--- src/rtl/uart_tx_ctrl.sv ---
// ---------------------------------------------------------------------------
// uart_tx_ctrl
// Frame controller for the UART transmitter. It accepts a byte over a
// valid/ready handshake and sequences the serializer. It muxes the
// start/data/parity/stop bits onto the line. One clk cycle is one bit period.
//
// Parameters
//   DATA_WIDTH  data bits per frame, LSB first
//   STOP_BITS   stop-bit count, 1 or 2
//
// Ports
//   clk         baud-rate clock, rising edge
//   rst_n       asynchronous active-low reset
//   data_valid  upstream byte available on P_DATA
//   P_DATA      byte to send, sampled on accept
//   par_en      frame carries a parity bit (sampled on accept)
//   par_typ     0 = even, 1 = odd parity (sampled on accept)
//   tx_ready    controller can accept a byte this cycle
//   ser_pdata   latched byte, parallel load value for the serializer
//   ser_en      serializer shift enable
//   ser_data    serializer output bit
//   ser_done    serializer flags its last data bit on ser_data
//   TX_OUT      UART line, idle high
//   busy        frame in progress
//   sync_err    one-cycle pulse when ser_done disagrees with the bit count
//
// All outputs are decodes of registered state. TX_OUT additionally passes
// ser_data through during DATA, and sync_err compares the live ser_done
// input.
// ---------------------------------------------------------------------------
module uart_tx_ctrl #(
   parameter int unsigned DATA_WIDTH = 8,
   parameter int unsigned STOP_BITS  = 1
) (
   input  logic                  clk,
   input  logic                  rst_n,
   input  logic                  data_valid,
   input  logic [DATA_WIDTH-1:0] P_DATA,
   input  logic                  par_en,
   input  logic                  par_typ,
   output logic                  tx_ready,
   output logic [DATA_WIDTH-1:0] ser_pdata,
   output logic                  ser_en,
   input  logic                  ser_data,
   input  logic                  ser_done,
   output logic                  TX_OUT,
   output logic                  busy,
   output logic                  sync_err
);

   localparam int unsigned CNT_W  = (DATA_WIDTH > 1) ? $clog2(DATA_WIDTH) : 1;
   localparam int unsigned STOP_W = 1;

   localparam logic [CNT_W-1:0]  LAST_BIT  = CNT_W'(DATA_WIDTH - 1);
   localparam logic [STOP_W-1:0] LAST_STOP = STOP_W'(STOP_BITS - 1);

   typedef enum logic [2:0] {
      IDLE   = 3'd0,
      START  = 3'd1,
      DATA   = 3'd2,
      PARITY = 3'd3,
      STOP   = 3'd4
   } state_e;

   state_e                state_q,    state_d;
   logic [CNT_W-1:0]      bit_cnt_q,  bit_cnt_d;
   logic [STOP_W-1:0]     stop_cnt_q, stop_cnt_d;
   logic [DATA_WIDTH-1:0] data_q;
   logic                  par_en_q;
   logic                  parity_q;

   logic                  last_stop_c;
   logic                  last_bit_c;
   logic                  accept_c;

   // Handshake decode; the last stop cycle is also an accept slot for back-to-back frames
   assign last_stop_c = (state_q == STOP) && (stop_cnt_q == LAST_STOP);
   assign last_bit_c  = (bit_cnt_q == LAST_BIT);
   assign tx_ready    = (state_q == IDLE) || last_stop_c;
   assign accept_c    = data_valid && tx_ready;
   assign busy        = (state_q != IDLE);
   assign ser_pdata   = data_q;

   // State and counters
   always_ff @(posedge clk or negedge rst_n) begin
      if (!rst_n) begin
         state_q    <= IDLE;
         bit_cnt_q  <= '0;
         stop_cnt_q <= '0;
      end else begin
         state_q    <= state_d;
         bit_cnt_q  <= bit_cnt_d;
         stop_cnt_q <= stop_cnt_d;
      end
   end

   // Byte and frame options captured on accept; parity is folded with its type up front
   always_ff @(posedge clk or negedge rst_n) begin
      if (!rst_n) begin
         data_q   <= '0;
         par_en_q <= 1'b0;
         parity_q <= 1'b0;
      end else if (accept_c) begin
         data_q   <= P_DATA;
         par_en_q <= par_en;
         parity_q <= (^P_DATA) ^ par_typ;
      end
   end

   // Next-state and line mux
   always_comb begin
      state_d    = state_q;
      bit_cnt_d  = bit_cnt_q;
      stop_cnt_d = stop_cnt_q;
      TX_OUT     = 1'b1;
      ser_en     = 1'b0;
      sync_err   = 1'b0;

      case (state_q)
         IDLE: begin
            if (accept_c) state_d = START;
         end

         // The serializer loads during START, so bit 0 is on ser_data in the first DATA cycle
         START: begin
            TX_OUT    = 1'b0;
            ser_en    = 1'b1;
            bit_cnt_d = '0;
            state_d   = DATA;
         end

         // Frame length is owned by bit_cnt; ser_done is only cross-checked
         DATA: begin
            TX_OUT    = ser_data;
            ser_en    = !last_bit_c;
            sync_err  = ser_done ^ last_bit_c;
            bit_cnt_d = bit_cnt_q + CNT_W'(1);
            if (last_bit_c) begin
               if (par_en_q) begin
                  state_d = PARITY;
               end else begin
                  state_d    = STOP;
                  stop_cnt_d = '0;
               end
            end
         end

         PARITY: begin
            TX_OUT     = parity_q;
            state_d    = STOP;
            stop_cnt_d = '0;
         end

         STOP: begin
            TX_OUT     = 1'b1;
            stop_cnt_d = stop_cnt_q + STOP_W'(1);
            if (last_stop_c) state_d = accept_c ? START : IDLE;
         end

         default: begin
            state_d = IDLE;
         end
      endcase
   end

endmodule

--- config.mk ---
export PLATFORM = sky130hd
export DESIGN_NAME = uart_tx_ctrl
export DESIGN_NICKNAME = d
export VERILOG_FILES = /design/src/rtl/uart_tx_ctrl.sv
export SDC_FILE = /design/constraint.sdc
export NUM_CORES = 1
export LEC_CHECK = 0
export CORE_ASPECT_RATIO = 1.4
export CORE_MARGIN = 2
export CORE_UTILIZATION = 41
export CTS_CLUSTER_DIAMETER = 60
export DETAILED_ROUTE_END_ITERATION = 8
export PLACE_DENSITY = 0.81
export SLEW_MARGIN = 5
export SYNTH_ARGS = -nofsm -noshare
export SYNTH_HDL_FRONTEND = slang
export SYNTH_SLANG_ARGS = --single-unit
--- constraint.sdc ---
create_clock -name clk -period 1.4 [get_ports clk]
set_input_delay 0.42 -clock clk [delete_from_list [all_inputs] [get_ports clk]]
set_output_delay 0.42 -clock clk [all_outputs]
set_load 0.05 [all_outputs]
==> results.py <==
metrics = {
    "route": {
        "drc": 0,
        "wl_um": 2414,
        "initialDrtViolationCount": 12,
        "routedWlPerCell_um": 16.20,
        "vias_per_cell": 5.403,
        "vias": 805,
        "dr.pass1.iters": 4,
        "ant_nets": 0,
    },
    "cells_and_area": {
        "synthToLayoutAreaGrowth_pct": 85.21,
        "drive_gt1_frac": 0.5433,
        "fin_cells": 149,
        "fin_area_mm2": 0.001692,
        "final_util": 0.7860,
        "nets": 145,
        "n_antenna_cell": 0,
    },
    "floorplan": {
        "die_h_um": 59.85,
        "num_io_pins": 28,
        "initial_core_util": 0.4244,
        "core_mm2": 0.002152,
        "placementRows": 20,
        "die_area_mm2": 0.002627,
        "die_w_um": 43.89,
    },
    "synth": {
        "avgSynthCellArea_um2": 11.71,
        "yosys_warnings": 0,
        "synth_top_area_frac": 0.4658,
        "yosys.area.top_type": "dfrtp_1",
        "synth_seq_area_share": 0.4658,
        "synth_edf_count": 0,
        "synth_cell_types": 25,
        "synth-seq-cells": 17,
        "async_flop_share": 1.000,
        "synth_nets": 95,
        "synth_area_um2": 913.4,
        "synth.most_common_cell": "dfrtp_1",
        "synth.area.top_cells": "dfrtp_1, mux2_4, a22o_1",
        "ys_top_cells_by_count": "dfrtp_1, mux2_4, nor2_1",
        "syn_inst": 78,
        "synthFlopType": "dfrtp_1",
    },
    "sta": {
        "min_period_ns": 1.941,
        "setup_slack_ns": -0.5410,
        "hold_violations": 0,
        "slew_headroom": 0.6973,
        "period_share": 1.386,
        "fmax_ghz": 0.5152,
        "worst_pin_slew_ns": 0.4526,
        "clock-skew-final_ns": 0.001743,
        "final_max_slew_viol_count": 0,
        "final-setup-viol-count": 17,
        "rsz0062_at_grt": "yes",
    },
    "grt": {
        "antenna_found_initial": 0,
        "grt_pass1_vias": 857,
        "track_usage": 0.1924,
        "grt_pass1_wl_um": 3753,
        "grt-ovfl-total": 0,
        "grt_max_degree": 18,
    },
    "clock_tree": {
        "clockBufferDepth": 2,
        "ctsHoldBuffers": 0,
        "cts_tree": "done",
        "cts_made_buffers": 3,
        "htree_levels": 1,
        "cts-root-buf": "clkbuf_4",
        "clkTransAtPathRegs_ns": 0.09,
        "cts_sinks": 17,
        "clk_latency_ns": 0.29,
    },
    "placement": {
        "hpwl_um": 1677,
        "dp_cells": 138,
        "pre_cts_slack_ns": -0.5352,
        "placed_area_mm2": 0.001481,
        "place.gp.congestion": 0.7151,
        "io_buffers": 27,
    },
    "worst_setup_path": {
        "path_max_fanout": 3,
        "arrival_ns": 1.52,
        "critical_path_class": "register to primary output",
        "crit_path_start_kind": "register",
        "required_ns": 0.98,
        "end_kind": "primary output",
    },
    "pwr": {
        "p_per_area_mw_per_mm2": 2613,
        "peakVddDrop_mv": 1.804,
        "leakage_nw": 0.7831,
        "power_mw": 4.421,
    },
    "status": {
        "violations": "setup timing",
        "outcome": "finished with violations",
    },
    "flow_run": {
        "max_cap_viol_count": 0,
    },
    "min_path": {
        "worstHoldPathType": "primary input to register",
    },
}
## worst paths after layout
check | from | endpoint | slack [ns] | depth (start not counted)
worst max-delay path | bit_cnt_q[0] | sync_err | -0.54 | 5
worst min-delay path | P_DATA[3] | ser_pdata[3] | 0.42 | 2
worst max register to register | bit_cnt_q[0] | state_q[1] | -0.24 | 9
worst min register to register | ser_pdata[6] | ser_pdata[6] | 0.59 | 1
max in group asynchronous | rst_n | state_q[2] | 0.75 | 2
min in group asynchronous | rst_n | ser_pdata[5] | 0.44 | 2
## layout by cell type (no fill, tap or decap), drive strengths merged
| cell type | count |
|---|---|
| nor3 | 1 |
| mux2 | 10 |
| or2 | 1 |
| buf | 34 |
| xnor2 | 5 |
| clkdlybuf4s50 | 6 |
| dlymetal6s2s | 2 |
| nor2b | 3 |
| clkbuf | 4 |
| nand2b | 2 |
| dlygate4sd2 | 4 |
| a21oi | 2 |
| nand3 | 2 |
| o31ai | 1 |
| ha | 2 |
| a22o | 5 |
| nand2 | 7 |
| xor2 | 2 |
| o21ai | 4 |
| or3 | 1 |
| xnor3 | 1 |
| nand3b | 1 |
| dfrtp | 17 |
| clkdlybuf4s15 | 2 |
| a211oi | 1 |
| nor2 | 7 |
## per-stage QoR
stage | hold slack [ns] | TNS [ns]
4_1_cts | 0.4458 | -2.577
6_report | 0.4179 | -3.788
2_1_floorplan | 0.1244 | -3.057
5_1_grt | 0.4329 | -4.634
3_5_place_dp | 0.5452 | -3.954
3_3_place_gp | 0.4921 | -3.587
## power breakdown
part           leakage (nW)  switching, mW  internal [mW]
registers             0.206          0.286          0.718
logic                 0.562           1.49           1.67
clock network        0.0150          0.148          0.111
## layer usage
layer  GRT usage  share of wire  up-vias
met1      0.2222           0.34      392
met3     0.02115          0.044        7
met2      0.3592           0.59       35
li1            -              -      371
met5           0              0        -
met4     0.06494          0.022        0
## what timing repair did
item | 4_1_cts | 5_1_grt
resized for setup | 20 | 20
endpoints found under the setup margin | 19 | 20
gates cloned | 0 | 1
pin swaps | 11 | 15
setup buffers | 3 | 3
## critical path, stage by stage (launching register included)
cell,delay (ns)
dfrtp_1,0.39
ha_2,0.21
ha_4,0.18
xnor2_4,0.13
nor3_4,0.16
buf_12,0.16
## cell type report
type	instances	area (um^2)
tap	22	27.53
fill	128	460.4
sequential	17	427.9
clock buffer	4	26.28
timing repair buffer	48	579.3
multi-input combinational	58	630.6
## registers in the layout (all words and copies together), names as in the netlist
register and flops:
bit_cnt_q 3, state_q 3, par_en_q 1, ser_pdata 8
parity_q 1, stop_cnt_q 1
## logic make-up (layout without fill, tap and decap cells)
logic type,count (synthesis),after routing,synth area share
compound gates,13,13,0.1027
xor+xnor,8,8,0.09178
fa+ha+maj,2,2,0.02739
buf+inv,4,52,0.02739
flops,17,17,0.4658
mux,10,10,0.1562
simple gates,24,25,0.1288
No activity file was read; power rests on OpenSTA's default activity.
